--- src/rtl/mult_seq_12_6_18_ctrl_pkg.sv ---
// Shared definitions for the 12x6 sequential multiplier controller:
// state encodings, step indices, partial-product shift amounts and debug view.
package mult_seq_12_6_18_ctrl_pkg;

  localparam int A_W   = 12;
  localparam int B_W   = 6;
  localparam int P_W   = 18;
  localparam int SA_W  = 6;
  localparam int SB_W  = 3;
  localparam int SP_W  = 9;

  typedef enum logic {
    ST_IDLE = 1'b0,
    ST_STEP = 1'b1
  } state_t;

  // Step index bit 0 selects the a half, bit 1 selects the b half.
  localparam logic [1:0] STEP_LL = 2'd0;
  localparam logic [1:0] STEP_HL = 2'd1;
  localparam logic [1:0] STEP_LH = 2'd2;
  localparam logic [1:0] STEP_HH = 2'd3;

  localparam logic [4:0] SHIFT_LL = 5'd0;
  localparam logic [4:0] SHIFT_HL = 5'd6;
  localparam logic [4:0] SHIFT_LH = 5'd3;
  localparam logic [4:0] SHIFT_HH = 5'd9;

  typedef struct packed {
    state_t           state;
    logic [1:0]       step;
    logic [P_W-1:0]   acc;
  } ctrl_dbg_t;

  function automatic logic [4:0] step_shift(input logic [1:0] step);
    logic [4:0] sh;
    case (step)
      STEP_LL: sh = SHIFT_LL;
      STEP_HL: sh = SHIFT_HL;
      STEP_LH: sh = SHIFT_LH;
      default: sh = SHIFT_HH;
    endcase
    return sh;
  endfunction

  // Zero-extend a 9-bit partial product and align it for the given step.
  function automatic logic [P_W-1:0] align_pp(input logic [SP_W-1:0] pp,
                                              input logic [1:0] step);
    logic [P_W-1:0] ext;
    ext = {{(P_W-SP_W){1'b0}}, pp};
    return ext << step_shift(step);
  endfunction

endpackage

--- src/rtl/mult_seq_12_6_18_ctrl_mul.sv ---
// Combinational 6x3 -> 9-bit unsigned multiplier built as three shifted,
// gated copies of the multiplicand summed together.
module multiplier_6_3_9_BIT
  import mult_seq_12_6_18_ctrl_pkg::*;
(
  input  logic [SA_W-1:0] a,
  input  logic [SB_W-1:0] b,
  output logic [SP_W-1:0] p
);

  logic [SP_W-1:0] row0;
  logic [SP_W-1:0] row1;
  logic [SP_W-1:0] row2;

  always_comb begin
    row0 = b[0] ? {3'b000, a}       : '0;
    row1 = b[1] ? {2'b00, a, 1'b0}  : '0;
    row2 = b[2] ? {1'b0, a, 2'b00}  : '0;
    p    = row0 + row1 + row2;
  end

endmodule

--- src/rtl/mult_seq_12_6_18_ctrl.sv ---
// Sequential 12x6 -> 18-bit multiplier over one shared 6x3 multiplier.
// Optional macro MULT_SEQ_SKIP_ZERO_EN skips step pairs whose b half is zero.
module mult_seq_12_6_18_ctrl
  import mult_seq_12_6_18_ctrl_pkg::*;
(
  input  logic           clk,
  input  logic           rst,
  input  logic           start,
  input  logic [A_W-1:0] a,
  input  logic [B_W-1:0] b,
  output logic           busy,
  output logic           done,
  output logic [P_W-1:0] result
);

  // Handshake: start is accepted on any rising edge where busy=0 (including
  // the cycle done is high); busy then stays high until the final add, and
  // done pulses for exactly one cycle alongside the freshly loaded result.

`ifdef MULT_SEQ_SKIP_ZERO_EN
  localparam bit SKIP_ZERO = 1'b1;
`else
  localparam bit SKIP_ZERO = 1'b0;
`endif

  state_t          state;
  logic [1:0]      step;
  logic [P_W-1:0]  acc;
  logic [SA_W-1:0] a_lo;
  logic [SA_W-1:0] a_hi;
  logic [SB_W-1:0] b_lo;
  logic [SB_W-1:0] b_hi;

  logic [SA_W-1:0] mul_a;
  logic [SB_W-1:0] mul_b;
  logic [SP_W-1:0] mul_p;
  logic [P_W-1:0]  pp_aligned;
  logic [P_W-1:0]  sum;
  logic            b_zero;
  logic            add_en;
  logic            last_step;

  ctrl_dbg_t       dbg;

  always_comb begin
    mul_a = step[0] ? a_hi : a_lo;
    mul_b = step[1] ? b_hi : b_lo;
  end

  multiplier_6_3_9_BIT u_mul (
    .a (mul_a),
    .b (mul_b),
    .p (mul_p)
  );

  always_comb begin
    pp_aligned = align_pp(mul_p, step);
    b_zero     = (b_lo == '0) && (b_hi == '0);
    add_en     = !(SKIP_ZERO && b_zero);
    sum        = acc + (add_en ? pp_aligned : '0);
    // With skipping, a zero b_hi ends the run after the low-b pair, or
    // immediately (at STEP_LH) when both halves are zero.
    last_step  = (step == STEP_HH) ||
                 (SKIP_ZERO && (b_hi == '0) &&
                  ((step == STEP_HL) || (step == STEP_LH)));
    dbg.state  = state;
    dbg.step   = step;
    dbg.acc    = acc;
  end

  always_ff @(posedge clk) begin
    if (rst) begin
      state  <= ST_IDLE;
      step   <= STEP_LL;
      acc    <= '0;
      a_lo   <= '0;
      a_hi   <= '0;
      b_lo   <= '0;
      b_hi   <= '0;
      busy   <= 1'b0;
      done   <= 1'b0;
      result <= '0;
    end else begin
      done <= 1'b0;
      case (state)
        ST_IDLE: begin
          if (start) begin
            a_lo  <= a[5:0];
            a_hi  <= a[11:6];
            b_lo  <= b[2:0];
            b_hi  <= b[5:3];
            acc   <= '0;
            step  <= (SKIP_ZERO && (b[2:0] == 3'd0)) ? STEP_LH : STEP_LL;
            busy  <= 1'b1;
            state <= ST_STEP;
          end
        end
        ST_STEP: begin
          acc <= sum;
          if (last_step) begin
            result <= sum;
            done   <= 1'b1;
            busy   <= 1'b0;
            step   <= STEP_LL;
            state  <= ST_IDLE;
          end else begin
            step <= step + 2'd1;
          end
        end
        default: begin
          state <= ST_IDLE;
          busy  <= 1'b0;
        end
      endcase
    end
  end

endmodule
--- config.mk ---
export PLATFORM = sky130hd
export DESIGN_NAME = mult_seq_12_6_18_ctrl
export DESIGN_NICKNAME = d
export VERILOG_FILES = /design/src/rtl/mult_seq_12_6_18_ctrl_pkg.sv /design/src/rtl/mult_seq_12_6_18_ctrl_mul.sv /design/src/rtl/mult_seq_12_6_18_ctrl.sv
export SDC_FILE = /design/constraint.sdc
export NUM_CORES = 1
export LEC_CHECK = 0
export BUFFER_PORTS_ARGS = -buffer_cell sky130_fd_sc_hd__buf_2
export CAP_MARGIN = 30
export CORE_ASPECT_RATIO = 0.5
export CORE_MARGIN = 3
export CORE_UTILIZATION = 48
export CTS_CLUSTER_DIAMETER = 150
export DETAILED_ROUTE_END_ITERATION = 10
export GPL_TIMING_DRIVEN = 0
export HOLD_SLACK_MARGIN = 0.03
export PLACE_DENSITY_LB_ADDON = 0.15
export SYNTH_ARGS = -nofsm -noshare
export SYNTH_HDL_FRONTEND = slang
export SYNTH_SLANG_ARGS = --single-unit
--- constraint.sdc ---
create_clock -name clk -period 12.4 [get_ports clk]
set_clock_uncertainty 0.05 [all_clocks]
set_input_delay 1.86 -clock clk [delete_from_list [all_inputs] [get_ports clk]]
set_output_delay 1.86 -clock clk [all_outputs]
set_load 0.01 [all_outputs]
; ---- After elaboration in Yosys (flattened, before gate mapping)
; Index checks and enable logic that the tools add are counted.
[totals]
register_bits = 59
n_memories = 0
ramBits = 0
latch_bits = 0
output_inout_bits = 20
elab_cells = 44
rom_bits = 0
[op_classes]
shift = 1
add_sub_neg = 4
bitwise_logic = 1
magnitude_cmp = 0
n_mul = 0
muxes = 18
div = 0
n_eq_ne = 5
n_reduce_logical = 5
[op_table]
columns = operator, n
row1 = $pmux 18 s2, 1
row2 = $add 18x18->18, 1
row3 = $add 9x9->9, 2
row4 = $mux 18, 1
row5 = $shl 9x5->18, 1
row6 = $mux 6, 2
row7 = $pmux 4 s3, 1
row8 = $mux 8, 1
row9 = $mux 7, 1
row10 = $reduce_and 2->1, 3
row11 = $mux 1, 5
row12 = $eq 2x2->1 const B, 2
row13 = $mux 2, 2
row14 = $pmux 1 s2, 2
row15 = $pmux 2 s2, 1
row16 = $mux 3, 1
row17 = $add 2x1->2 const B, 1
row18 = $eq 2x1->1 const B, 1
row19 = $logic_not 2->1, 1
row20 = $ne 2x1->1 const B, 1
row21 = $ne 2x2->1 const B, 1
row22 = $reduce_or 2->1, 1
row23 = $not 1->1, 1

; ---- Depth between registers and ports, before layout
; Gate-level depths: netlist of the first run.
[depth]
ltp_word = 7
ltp_mapped = 24

; ---- Cells and area by module
; From an unflattened synthesis of the first run, not the netlist that was laid out.
[unflattened]
cells_unflattened = 502
hier_area_um2 = 4149.0
[by_module_without_submodules]
columns = mod, cells_each, area_each_um2, seq_area_each_um2, instances
row1 = mult_seq_12_6_18_ctrl, 429, 3565.9, 1181.1, 1
row2 = multiplier_6_3_9_BIT, 73, 583.1, 0.0, 1

; ---- Worst setup path before layout of the first run
; OpenSTA, ideal clock, no wires.
[synth_timing]
kind = register to register
startpoint = register step[0]
endpoint = register acc[11]
stages_incl_launch_ff = 24
n_path_buf = 1
arrival_time_ns = 5.039
path_slack_ns = 7.189
cell_sequence = dfxtp_1 > clkbuf_1 > mux2i_1 > inv_1 > nand2_1 > fa_1 > inv_1 > ha_1 > fa_1 > a211o_1 > a21o_1 > and2_1 > mux2i_1 > mux2i_1 > o21ai_0 > nor2_1 > ha_1 > a2111oi_1 > o21ai_1 > a21bo_1 > a21o_1 > a21oi_2 > nor4_1 > a311o_1
[synth_between]
elab_chain_len = 7
word_cells_on_any_way = 13
cone_classes = add/sub (3) / eq/ne (2) / shift (1) / mux (6) / reduce/logical (1)
[synth_lines]
columns = element, line_no
row1 = start: declaration, mult_seq_12_6_18_ctrl.sv:27  ; logic [1:0] step;
row2 = start signal: assignment, mult_seq_12_6_18_ctrl.sv:93  ; step <= (SKIP_ZERO && (b[2:0] == 3'd0)) ? STEP_LH : STEP_LL;
row3 = start signal: assignment, mult_seq_12_6_18_ctrl.sv:107  ; step <= step + 2'd1;
row4 = $mux 6, mult_seq_12_6_18_ctrl.sv:46  ; mul_a = step[0] ? a_hi : a_lo;
row5 = $mux 6 or $mux 7 (tied branches), "mult_seq_12_6_18_ctrl_mul.sv:16, mult_seq_12_6_18_ctrl_mul.sv:17"
row6 = $add 9x9->9 (2 in a row), mult_seq_12_6_18_ctrl_mul.sv:19  ; p = row0 + row1 + row2;
row7 = $shl 9x5->18 (*), mult_seq_12_6_18_ctrl_pkg.sv:50  ; return ext << step_shift(step);
row8 = $add 18x18->18 (*), mult_seq_12_6_18_ctrl.sv:60  ; sum = acc + (add_en ? pp_aligned : '0);
row9 = $pmux 18 s2 (*), mult_seq_12_6_18_ctrl.sv:85  ; case (state)
row10 = end signal: assignment, mult_seq_12_6_18_ctrl.sv:99  ; acc <= sum;
row11 = end: declaration, mult_seq_12_6_18_ctrl.sv:28  ; logic [P_W-1:0] acc;
; Mark *: on every way between the ends. The rest lies on a longest branch, timed or not.
; A chain may end at the register's enable or synchronous reset.

; ---- Final worst setup path of the first run
[layout_timing]
startpoint = register step[0]
endpoint = register result[13]
[layout_between]
elab_chain_len = 6
word_cells_on_any_way = 14
cone_classes = add/sub (3) / eq/ne (3) / shift (1) / mux (5) / reduce/logical (2)
[layout_lines]
columns = element, line_no
row1 = $mux 6, mult_seq_12_6_18_ctrl.sv:46
row2 = $mux 6 or $mux 7 (tied branches), "mult_seq_12_6_18_ctrl_mul.sv:16, mult_seq_12_6_18_ctrl_mul.sv:17"
row3 = $add 9x9->9 (2 in a row), mult_seq_12_6_18_ctrl_mul.sv:19
row4 = $shl 9x5->18, mult_seq_12_6_18_ctrl_pkg.sv:50
row5 = $add 18x18->18, mult_seq_12_6_18_ctrl.sv:60
row6 = end signal: assignment, mult_seq_12_6_18_ctrl.sv:101  ; result <= sum;
row7 = end: declaration, mult_seq_12_6_18_ctrl.sv:13  ; output logic [P_W-1:0] result
; Several ways; a longest one is shown, not always the timed one.

==> out/metrics.yaml, run 1 <==
status: "complete, no violations"
hold_viol: 0
fin_crit_ns: 6.273
numPortBuffers: 39
clock.fmax_ghz: 0.1594
grt_pass1_wl_mm: 17.98
cp.depth: 23
grt_pass1_vias: 3532
cts_made_buffers: 9
cts_tree: "done"
p_switching_mw: 0.1336
pwr-share-seq_pct: 38.8
die_h_microns: 71.39
yosysSeqAreaShare_pct: 28.78
synth_fp_nets: 590
crit_end: "result[13]"
power_density_nw_per_um2: 108.1
slowest_delay_ns: 0.53
drt_iter0_markers: 271
cp-end-kind: "flip-flop"
start_kind: "flip-flop"
dp_hpwl_mm: 8.284
tightestPinTransition_ns: 0.6508
start_util_pct: 50.39
ff2ff_path_depth: 23
slew_headroom_pct: 56.52
cpMostUsedCell: "mux2i_1"
required_ns: 12.54
io_pins: 41
grt_max_degree: 11
dieArea_sq_um: 9763
min_path_type: "reg2reg"
cp-startpoint: "step[0]"
fill_cells: 783
maxCapViolCount: 0
ys_async_sr_fraction_pct: 0
cts_resized: 0
rr_startpoint: "step[0]"
critPathBufInv: 3
dr.pass1.iters: 5
drive_gt1_share_pct: 13.56
drcViolationCount: 0
synth_seq_cells: 59
drv_slew: 0
clockBufferDepth: 2
antenna_found_initial: 0
fp.coreArea_sq_um: 8144
gp_congestion: 0.8952
power_frac_comb_pct: 13.3
syn_avg_cell_area_sq_um: 7.671
syn-instance-count: 535
critPathKind: "reg2reg"
synth_area_sq_um: 4104
antenna-diode-count: 0
internal_power_mw: 0.3783
clockPowerShare_pct: 47.8
ys_types: 63
r2r_slack_ns: 6.13
busiest_layer: "met1"
tns_ns: 0
hold_buffers: 0
grt_remaining_overflow: 0
clock-sinks: 59
met3_usage_pct: 5.470
finalPower_mw: 0.5119
synthToLayoutAreaGrowth_pct: 15.37
wirelength_mm: 10.98
insertion_delay_ns: 0.33
post_cts_buffers: 0
postLayoutCoreUtil_pct: 58.13
htreeDepth: 3
rsz0062_at_grt: "no"
synth-edff-count: 0
via_per_inst: 5.614
cpMaxStageDelayCell: "fa_1"
critPathTopFamily: "compound AO/OA/AOI/OAI gates"
num-nets-final: 640
grt_use_total_pct: 23.34
swShare_pct: 26.11
use_met2_pct: 34.41
ant_nets: 0
finalCritPeriodShare_pct: 50.59
ir_drop_uv: 74.01
yosysWarnings: 0
cts-root-buf: "clkbuf_16"
crit_fanout: 9
routed-via-count: 3941
avgRoutedWirePerCell_microns: 15.64
num_rows: 23
crit_chain: "clkbuf_1 > mux2i_1 > inv_1 > nand2_1 > fa_1 > inv_1 > ha_1 > fa_1 > a211o_1 > a21o_1 > and2_1 > mux2i_1 > mux2i_1 > o21ai_0 > nor2_1 > ha_1 > a2111oi_1 > o21ai_1 > a21bo_1 > a2111oi_0 > nor3_1 > o21ai_0 > a21oi_1"
whs_ns: 0.3990
synth_flop_cell: "dfxtp_1"
finalSetupViolations: 0
p_leak_nw: 2.023
grt_use_met1_pct: 34.92
die-width_microns: 136.8
path_clk_slew_ns: 0.05
cp_data_arrival_time_ns: 6.41
worstReg2RegEnd: "result[13]"
[sequential cells by signal, summed over array words and instances, names as in the netlist]
| signal | flops |
|---|---|
| done | 1 |
| b_lo | 3 |
| state | 1 |
| step | 2 |
| b_hi | 3 |
| result | 18 |
| acc | 18 |
| a_lo | 6 |
| a_hi | 6 |
| busy | 1 |
[power by group through the flow]
stage               clock (mW)  sequential [mW]  combinational, mW
CTS                      0.248            0.199             0.0672
floorplan                    0            0.202             0.0481
detailed placement           0            0.203             0.0667
global route             0.258            0.199             0.0758
global placement             0            0.203             0.0667
finish                   0.245            0.199             0.0682
[layer usage]
| metal | share of wire [%] | vias up |
|---|---|---|
| li1 | - | 1997 |
| met1 | 50 | 1828 |
| met2 | 43 | 107 |
| met3 | 6.2 | 9 |
| met4 | 0.75 | 0 |
| met5 | 0 | - |
[placed cells by master (no fill, tap or decap), drive strengths merged, types with 14 or more instances in the layout]
cell / netlist / layout
o21ai: 20 / 20
nand3: 19 / 19
ha: 28 / 28
clkbuf: 22 / 33
inv: 21 / 21
nor3b: 14 / 14
buf: 10 / 49
a21oi: 62 / 62
nor2: 43 / 43
nand2: 91 / 91
dfxtp: 59 / 59
[cell type report]
| cell class | count | area [sq um] | share of cell area [%] |
|---|---|---|---|
| Buffer | 32 | 128.9 | 2.722 |
| Clock buffer | 11 | 242.7 | 5.127 |
| Multi-Input combinational cell | 421 | 2708 | 57.19 |
| Inverter | 23 | 86.33 | 1.823 |
| Timing Repair Buffer | 39 | 195.2 | 4.123 |
| Tap cell | 112 | 140.1 | 2.960 |
| Sequential cell | 59 | 1181 | 24.95 |
| Clock inverter | 5 | 52.55 | 1.110 |
[Yosys cell counts (3+ instances only)]
| cell type | instances | area share (%) |
|---|---|---|
| nand2_1 | 91 | 8.3 |
| a21oi_1 | 59 | 7.2 |
| dfxtp_1 | 59 | 29 |
| nor2_1 | 43 | 3.9 |
| ha_1 | 28 | 8.5 |
| clkbuf_1 | 22 | 2.0 |
| inv_1 | 20 | 1.8 |
| nand3_1 | 19 | 2.3 |
| nor3b_1 | 14 | 2.6 |
| o21ai_0 | 14 | 1.7 |
| mux2i_1 | 11 | 2.7 |
| nor3_1 | 10 | 1.2 |
| xnor2_1 | 9 | 1.9 |
| a21o_1 | 8 | 1.5 |
| o21a_1 | 8 | 1.5 |
| a31oi_1 | 7 | 1.1 |
| buf_2 | 7 | 0.85 |
| mux2_2 | 7 | 1.9 |
| fa_1 | 6 | 2.9 |
| o21ai_1 | 6 | 0.73 |
| a211oi_1 | 5 | 0.91 |
| nand3b_1 | 4 | 0.73 |
| o211ai_1 | 4 | 0.73 |
| o21ba_2 | 4 | 0.98 |
| a21oi_2 | 3 | 0.64 |
| and2_1 | 3 | 0.46 |
| buf_1 | 3 | 0.27 |
| nor2b_1 | 3 | 0.46 |
| nor4_1 | 3 | 0.46 |
| o22ai_1 | 3 | 0.46 |
| o31ai_1 | 3 | 0.55 |
| o41ai_1 | 3 | 0.64 |
| or4_1 | 3 | 0.55 |
| xor2_1 | 3 | 0.64 |
[worst register-to-register path, delay by kind of cell (launching register included)]
family / cells / cell delay (ns)
flip-flops: 1 / 0.35
AND/OR/NAND/NOR: 4 / 0.52
adder cells (fa/ha/maj): 4 / 1.53
AO/OA/AOI/OAI: 9 / 2.45
buffers and inverters: 3 / 0.57
multiplexers: 3 / 0.66
[worst min-delay path by stage]
stage	slack (ns)	from	depth (start not counted)	endpoint
2_1_floorplan	0.38	a_hi[1]	2	a_hi[1]
3_3_place_gp	0.39	a_lo[1]	2	a_lo[1]
3_5_place_dp	0.39	b_hi[2]	2	b_hi[2]
4_1_cts	0.40	result[4]	2	result[4]
5_1_grt	0.42	a_lo[2]	2	a_lo[2]
6_report	0.40	result[4]	2	result[4]
[metrics by stage]
step                instance area, sq um  std cells  worst slack [ns]
finish                              4735        702             6.127
global route                        4735        702             5.755
CTS                                 4735        702             6.196
detailed placement                  4439        686             6.235
global placement                    4439        686             6.202
floorplan                           4104        535             7.189
[cell families (layout without fill, tap and decap cells)]
| logic type | Yosys count | in the layout | synth area share, % |
|---|---|---|---|
| AND/OR/NAND/NOR | 208 | 208 | 23.81 |
| adder cells (fa/ha/maj) | 34 | 34 | 11.46 |
| flip-flops | 59 | 59 | 28.78 |
| buffers and inverters | 55 | 110 | 5.244 |
| AO/OA/AOI/OAI | 148 | 148 | 23.14 |
| XOR/XNOR | 13 | 13 | 2.958 |
| multiplexers | 18 | 18 | 4.604 |
No activity file was read; power rests on OpenSTA's default activity.
==> inputs of run 2 (changes only) <==
- clock period: 12.4 -> 5.85 ns (I/O delays scaled with it)
==> out/metrics.yaml, run 2 (same netlist as run 1, synthesis figures left out) <==
fin_crit_ns: 5.550
num-nets-final: 640
drv_slew: 0
synthToLayoutAreaGrowth_pct: 16.13
die_h_microns: 71.39
fill_cells: 782
clockBufferDepth: 2
grt_max_degree: 11
dr_wl_met3_microns: 548
pwr-share-seq_pct: 38.8
cp-end-kind: "flip-flop"
grt_remaining_overflow: 0
drt_iter0_markers: 257
wirelength_mm: 10.93
reg.largest.list: "acc x18, result x18"
drcViolationCount: 0
slew_headroom_pct: 60.35
finalNonFillerCells: 702
dpl_cell_area_sq_um: 4439
ant_nets: 0
dp.cells: 686
finalSetupViolations: 0
swShare_pct: 26.14
grt_pass1_wl_mm: 17.99
clock.fmax_ghz: 0.1802
wl_met2_mm: 4.707
postLayoutSetupSlackWorst_ns: 0.3002
avgRoutedWirePerCell_microns: 15.57
min_path_type: "reg2reg"
clock-sinks: 59
wl_met1_mm: 5.590
p_leak_nw: 2.033
pre_cts_slack_ns: -0.3150
maxCapViolCount: 0
finalCritPeriodShare_pct: 94.87
antenna-diode-count: 0
insertion_delay_ns: 0.33
mostFrequentLayoutCell: "nand2_1"
required_ns: 5.99
final_cell_mix: "nand2_1 (91), a21oi_1 (59), dfxtp_1 (58)"
power_density_nw_per_um2: 228.4
cp_data_arrival_time_ns: 5.69
path_clk_slew_ns: 0.05
gp_congestion: 0.8952
cts_tree: "done"
antenna_found_initial: 0
hold_viol: 0
rsz0062_at_grt: "no"
htreeDepth: 3
numPortBuffers: 39
die-width_microns: 136.8
p_switching_mw: 0.2845
ir_drop_uv: 156.6
internal_power_mw: 0.8039
drive_gt1_share_pct: 15.08
io_pins: 41
routed-via-count: 3940
num_rows: 23
tightestPinTransition_ns: 0.5947
start_kind: "flip-flop"
r2r_slack_ns: 0.30
via_per_inst: 5.613
fp.coreArea_sq_um: 8144
cts-root-buf: "clkbuf_16"
power_frac_comb_pct: 13.5
grt_use_total_pct: 23.37
clockPowerShare_pct: 47.8
dieArea_sq_um: 9763
start_util_pct: 50.39
crit_fanout: 9
stdcell_area_sq_um: 4766
grt_pass1_vias: 3526
dp_hpwl_mm: 8.284
status: "complete, no violations"
whs_ns: 0.3990
top_layer: "met4"
cts_made_buffers: 9
dr.pass1.iters: 5
tns_ns: 0
critPathKind: "reg2reg"
run 2: timing repair:
| item | CTS | global route |
|---|---|---|
| resized for setup | 3 | 12 |
| setup buffers | 0 | 1 |
| hold buffers | 0 | 0 |
| pin swaps | 0 | 2 |
| endpoints found under the setup margin | 7 | 8 |
run 2: final timing paths:
check	endpoint	start	cells past startpoint
min reg2reg	result[4]	result[4]	2
max reg2reg	result[13]	step[0]	23
min	result[4]	result[4]	2
max	result[13]	step[0]	23
run 2: layer usage:
metal,vias up,track usage [%]
li1,1998,-
met1,1830,34.92
met2,103,34.51
met3,9,5.470
met4,0,4.581
met5,-,0
run 2: critical path, cell delays in order (launching register included):
cell	delay, ns
dfxtp_1	0.33
buf_4	0.18
mux2i_2	0.19
inv_1	0.07
nand2_1	0.07
fa_1	0.53
inv_1	0.04
ha_1	0.21
fa_1	0.41
a211o_1	0.29
a21o_1	0.18
and2_2	0.22
mux2i_2	0.21
mux2i_1	0.13
o21ai_1	0.20
nor2_1	0.09
ha_2	0.33
a2111oi_1	0.37
o21ai_1	0.21
a21bo_1	0.25
a2111oi_1	0.39
nor3_1	0.12
o21ai_1	0.22
a21oi_1	0.09
run 2: final cells by class:
cell class / instances / area (sq um) / area share, %
Sequential cell: 59 / 1182 / 24.81
Buffer: 31 / 128.9 / 2.704
Multi-Input combinational cell: 421 / 2730 / 57.29
Clock buffer: 11 / 242.7 / 5.093
Timing Repair Buffer: 40 / 202.7 / 4.253
Inverter: 23 / 86.33 / 1.811
Clock inverter: 5 / 52.55 / 1.103
Tap cell: 112 / 140.1 / 2.940
run 2: through the flow:
step / power [mW] / utilization (%)
2_1_floorplan: 0.5293 / -
3_3_place_gp: 0.5706 / 54.51
3_5_place_dp: 0.5712 / 54.51
4_1_cts: 1.090 / 58.10
5_1_grt: 1.133 / 58.52
6_report: 1.088 / 58.52
run 2: power groups by stage:
stage / clock (mW) / sequential [mW] / combinational, mW
6_report: 0.520 / 0.422 / 0.146
3_5_place_dp: 0 / 0.430 / 0.141
5_1_grt: 0.546 / 0.423 / 0.163
3_3_place_gp: 0 / 0.429 / 0.141
2_1_floorplan: 0 / 0.427 / 0.102
4_1_cts: 0.526 / 0.422 / 0.142
